--- src/rtl/fetch_entry_queue.sv ---
// Multi-lane fetch-entry queue between the frontend and id_stage.
// Up to IN_WIDTH entries enter per cycle; the ISSUE_WIDTH oldest entries are presented in order.
module fetch_entry_queue #(
  parameter int unsigned DEPTH       = 8,
  parameter int unsigned IN_WIDTH    = 2,
  parameter int unsigned ISSUE_WIDTH = 2,
  parameter int unsigned ENTRY_WIDTH = 64
) (
  input  logic                                    clk_i,
  input  logic                                    rst_ni,
  input  logic                                    flush_i,
  input  logic [IN_WIDTH-1:0][ENTRY_WIDTH-1:0]    push_entry_i,
  input  logic [IN_WIDTH-1:0]                     push_valid_i,
  output logic                                    push_ready_o,
  output logic [ISSUE_WIDTH-1:0][ENTRY_WIDTH-1:0] fetch_entry_o,
  output logic [ISSUE_WIDTH-1:0]                  fetch_valid_o,
  input  logic [ISSUE_WIDTH-1:0]                  fetch_ready_i,
  output logic [$clog2(DEPTH):0]                  count_o,
  output logic                                    empty_o,
  output logic                                    full_o
);

  localparam int unsigned PtrW = $clog2(DEPTH);
  localparam int unsigned CntW = PtrW + 1;

  logic [DEPTH-1:0][ENTRY_WIDTH-1:0] mem_q;
  logic [PtrW-1:0]                   rd_ptr_q, rd_ptr_d;
  logic [PtrW-1:0]                   wr_ptr_q, wr_ptr_d;
  logic [CntW-1:0]                   count_q, count_d;
  logic [CntW-1:0]                   n_push, n_pop;
  logic                              pop_run;

  // Space is judged on the registered count alone, so ready never depends on this cycle's pops.
  assign push_ready_o = (count_q <= CntW'(DEPTH - IN_WIDTH));

  always_comb begin
    n_push = '0;
    if (push_ready_o) begin
      for (int j = 0; j < IN_WIDTH; j++) begin
        if (push_valid_i[j]) n_push = n_push + 1'b1;
      end
    end
  end

  // Pop the unbroken run of ready&valid lanes starting at lane 0.
  always_comb begin
    n_pop   = '0;
    pop_run = 1'b1;
    for (int k = 0; k < ISSUE_WIDTH; k++) begin
      if (pop_run && fetch_ready_i[k] && fetch_valid_o[k]) begin
        n_pop = n_pop + 1'b1;
      end else begin
        pop_run = 1'b0;
      end
    end
  end

  always_comb begin
    rd_ptr_d = rd_ptr_q + n_pop[PtrW-1:0];
    wr_ptr_d = wr_ptr_q + n_push[PtrW-1:0];
    count_d  = count_q + n_push - n_pop;
    if (flush_i) begin
      rd_ptr_d = '0;
      wr_ptr_d = '0;
      count_d  = '0;
    end
  end

  always_ff @(posedge clk_i or negedge rst_ni) begin
    if (!rst_ni) begin
      rd_ptr_q <= '0;
      wr_ptr_q <= '0;
      count_q  <= '0;
    end else begin
      rd_ptr_q <= rd_ptr_d;
      wr_ptr_q <= wr_ptr_d;
      count_q  <= count_d;
    end
  end

  always_ff @(posedge clk_i) begin
    for (int j = 0; j < IN_WIDTH; j++) begin
      if (!flush_i && push_ready_o && push_valid_i[j]) begin
        mem_q[wr_ptr_q + PtrW'(j)] <= push_entry_i[j];
      end
    end
  end

  always_comb begin
    for (int k = 0; k < ISSUE_WIDTH; k++) begin
      fetch_entry_o[k] = mem_q[rd_ptr_q + PtrW'(k)];
      fetch_valid_o[k] = (count_q > CntW'(k));
    end
  end

  assign count_o = count_q;
  assign empty_o = (count_q == '0);
  assign full_o  = (count_q == CntW'(DEPTH));

  push_valid_contig_a: assert property (@(posedge clk_i) disable iff (!rst_ni)
    ((push_valid_i + 1'b1) & push_valid_i) == '0);

  fetch_ready_contig_a: assert property (@(posedge clk_i) disable iff (!rst_ni)
    ((fetch_ready_i + 1'b1) & fetch_ready_i) == '0)
    else $warning("fetch_ready_i not contiguous from lane 0: %b", fetch_ready_i);

  count_range_a: assert property (@(posedge clk_i) disable iff (!rst_ni)
    (count_q <= CntW'(DEPTH)) && (n_pop <= count_q));

  fetch_valid_thermo_a: assert property (@(posedge clk_i) disable iff (!rst_ni)
    ((fetch_valid_o + 1'b1) & fetch_valid_o) == '0);

endmodule

--- config.mk ---
export PLATFORM = sky130hd
export DESIGN_NAME = fetch_entry_queue
export DESIGN_NICKNAME = d
export VERILOG_FILES = /design/src/rtl/fetch_entry_queue.sv
export SDC_FILE = /design/constraint.sdc
export NUM_CORES = 1
export LEC_CHECK = 0
export BUFFER_PORTS_ARGS = -buffer_cell sky130_fd_sc_hd__buf_2
export CAP_MARGIN = 30
export CORE_MARGIN = 8
export CORE_UTILIZATION = 50
export DETAILED_ROUTE_END_ITERATION = 8
export PLACE_DENSITY = 0.81
export SYNTH_ARGS = -nofsm -noshare
export SYNTH_HDL_FRONTEND = slang
export SYNTH_SLANG_ARGS = --single-unit
--- constraint.sdc ---
create_clock -name clk_i -period 5.6 [get_ports clk_i]
set_input_delay 0.56 -clock clk_i [delete_from_list [all_inputs] [get_ports clk_i]]
set_output_delay 0.56 -clock clk_i [all_outputs]
set_load 0.02 [all_outputs]
==> summary.md <==
| Metric | Value |
|---|---|
| Status | `finished clean` |
| Worst vdd ir | `528.7 µV` |
| Post-layout minimum cycle time | `4.132 ns` |
| Final Power | `22.19 mW` |
| Number of fill cells | `5089` |
| Worst-path clk slew | `0.06 ns` |
| Crit path buffers/inverters | `2` |
| Endpoints failing setup | `0` |
| Setup crit end kind | `output pin` |
| Clock root cell | `clkbuf_16` |
| Finished Core Util | `55.21%` |
| Reg-to-reg slack, setup | `2.39 ns` |
| Part of the cycle the worst path needs | `between 70% and 80%` |
| Remaining DRCs | `0` |
| Hold WS | `approximately 0.28 ns` |
| Initial Utilization | `between 50% and 60%` |
| Hold worst-path end | `mem_q[73]$_DFF_P_` |
| I/O Pins | `~270` |
| Predominant post-synthesis flop cell | `dfxtp_1` |
| Critical R2R Capture | `mem_q[225]$_DFF_P_` |
| Total negative slack | `0 ns` |
| Layout cell share with drive strength beyond 1 | `between 20% and 30%` |
| Rows | `89` |
| Ys Warns | `0` |
| Layout Cells excl Fill | `4273` |
| Least-Margin Pin Slew | `1.102 ns` |
| CTS sink cnt | `522` |
| RSZ-0062 raised after global routing | `false` |
| Post-Place Setup Slack | `2.146 ns` |
| Total GRT Usage | `28.97%` |
| Area growth syn-to-layout | `9.324%` |
| Initial antenna violation count | `18` |
| Overflow left after global routing | `0` |
| R2R depth | `7` |
| 1st-iter DRT viols | `3375` |
| Slew HR | `26.51%` |
| FF-to-FF Start | `count_o[3]$_DFF_PN0_` |
| Hold Startpoint | `push_entry_i[9]` |
| Startpoint types | `flip-flop` |
| Placed cell count | `4153` |
| HP Class | `primary input to flip-flop` |
| CP peak stage delay | `a little under 0.8 ns` |
| Finished Cell Area | `approximately 33000 µm²` |
| PwrDens | `680.9 nW/µm²` |
| Post-synthesis net count | `3629` |
| Nets | `between 3000 and 4000` |
| Cells after Synth | `3477` |
| Post-DP HPWL | `58.31 mm` |
| CTS tree | `done` |
| CTS H-Tree Depth | `2` |
| Vias in the first global route | `26479` |
| DRT Pass-1 Iters | `6` |
| Syn Area/Cell | `8.572 µm²` |
| Core area | `59020 µm²` |
| Worst path cell trace | `ha_4, buf_4, mux4_2, mux2_2, buf_2` |
| Routed via count | `27720` |
| P_leak | `around 13 nW` |
| Fmax | `roughly 240 MHz` |
| Antenna viol nets, final | `0` |
| # resized after CTS | `0` |
| Cts bufs inserted | `58` |
| GPL Wtd Cong | `0.8292` |
| Crit path required time | `5.04 ns` |
| Hold path depth | `3` |
| Worst-path maximum fanout | `39` |
| First-pass GRT wire length | `154.0 mm` |
| Clock Tree Buf Depth | `3` |
| Share of async-settable or async-resettable flops after synthesis | `1.916%` |
| Final Slew Violations | `0` |
| Clk_lat worst skew | `0.61 ns` |
| Die ar. | `67680 µm²` |
| Final hold vios | `0` |
| Kind of critical path | `flip-flop to output pin` |
| I/O Buffers | `271` |
| Synthesized cell area | `29800 µm²` |
| Die width | `260.1 µm` |
| CP Data Arrival Time | `3.57 ns` |
| Largest net degree at the start of global routing | `about 120` |
| Routed vias/inst | `6.487` |
| Chip height | `260.1 µm` |
| Seq/Total Area, Yosys | `between 30% and 40%` |
| Final WL | `102.3 mm` |
| Post-synth EDFFs | `0` |
| Placed Area | `30560 µm²` |
| Clock Skew | `0.01808 ns` |
| WL/cell | `23.93 µm` |
| Synth cell types | `38` |
| Cell family with most CP delay | `adder cells` |
| Max-cap violations | `0` |
| Synth Register Bits | `522` |
| Max stage delay cell, worst path | `ha_4` |
| Setup ws final | `1.468 ns` |
## routing by layer
layer	wire, µm	GRT usage, %	up-vias	share of wire (%)
li1	-	-	12108	-
met3	13210	6.212	494	13
met4	5926	16.07	12	5.8
met1	35810	35.94	13062	35
met5	85	0	-	0.083
met2	47230	46.77	2044	46
## timing repair
action	in CTS	in global routing
endpoints found under the hold margin	10	0
buffers inserted	0	0
hold buffers	1	0
## final cells by class
type / instances / area [µm²] / share of cell area (%)
Sequential cell: 522 / 10510 / 32.26
Clock buffer: 80 / 1695 / 5.203
Timing Repair Buffer: 327 / 1932 / 5.929
Antenna cell: 17 / 42.54 / 0.1306
Tap cell: 773 / 967.2 / 2.968
Inverter: 13 / 48.80 / 0.1498
Clock inverter: 22 / 277.8 / 0.8525
Multi-Input combinational cell: 2519 / 17110 / 52.51
## cell usage in the layout, fill, tap and decap left out, types with 6 or more instances in the layout
master | Yosys | routed
buf_4 | 0 | 44
ha_1 | 13 | 12
nor2_1 | 520 | 520
clkinv_2 | 0 | 10
inv_1 | 13 | 13
clkbuf_1 | 233 | 7
mux4_2 | 256 | 256
a31oi_1 | 512 | 512
buf_12 | 0 | 9
nand3_1 | 65 | 65
nand2_1 | 963 | 963
nor4_4 | 6 | 6
dfrtp_1 | 10 | 7
mux2_2 | 128 | 128
dfxtp_1 | 512 | 512
buf_2 | 43 | 271
bufinv_16 | 0 | 6
clkbuf_8 | 0 | 14
nor2b_1 | 8 | 8
diode_2 | 0 | 17
nand4_1 | 16 | 16
clkbuf_16 | 0 | 59
## worst max path at each step
stage,startpoint,end,slack [ns],depth (start not counted)
floorplan,count_o[3]$_DFF_PN0_,count_o[3]$_DFF_PN0_,2.49,12
global placement,rd_ptr_q[0]$_DFF_PN0_,fetch_entry_o[107],2.17,5
detailed placement,rd_ptr_q[0]$_DFF_PN0_,fetch_entry_o[107],2.15,5
CTS,rd_ptr_q[0]$_DFF_PN0_,fetch_entry_o[107],1.50,5
global route,rd_ptr_q[0]$_DFF_PN0_,fetch_entry_o[97],1.40,5
finish,rd_ptr_q[1]$_DFF_PN0_,fetch_entry_o[97],1.47,5
## synthesized netlist by cell type, drive strengths merged, types with 8 or more instances
master	n	area, µm²
ha	13	162.7
nor2	520	1952
nor2b	8	50.05
nand2	963	3615
dfxtp	512	10250
mux4	256	5766
clkbuf	234	879.6
inv	13	48.80
nand3	65	325.3
dfrtp	10	250.2
a31oi	512	3203
nand4	16	100.1
mux2	128	1441
buf	189	1311
## worst reg2reg max path, stage by stage, from the launching register on
cell and delay (ns):
dfrtp_1 0.41, inv_1 0.08, ha_1 0.24, and3_1 0.42
nor4_4 0.65, buf_4 0.92, nand2_1 0.19, a31oi_1 0.21
## state kept, by name, summed over array words and instances, names as in the netlist
signal / cells
mem_q: 512
count_o: 4
rd_ptr_q: 3
wr_ptr_q: 3
## where the power goes
group          switching [mW]  internal (mW)  leakage [nW]  total, mW
combinational            5.70           5.44          7.41       11.1
clock                    1.60           2.37         0.969       3.97
sequential               1.51           5.57          4.41       7.08
total                    8.81           13.4          12.8       22.2
## cell families (layout without fill, tap and decap cells)
group           count (synthesis)  in the layout  synth area share (%)
compound gates                516            516                 10.86
xor+xnor                        7              7                0.2057
fa+ha+maj                      17             17                0.8145
buf+inv                       436            442                 7.515
flops                         522            522                 35.23
mux                           384            384                 24.18
other cells                     0             17                     0
simple gates                 1595           1595                 21.19
(Power assumes the default switching activity.)
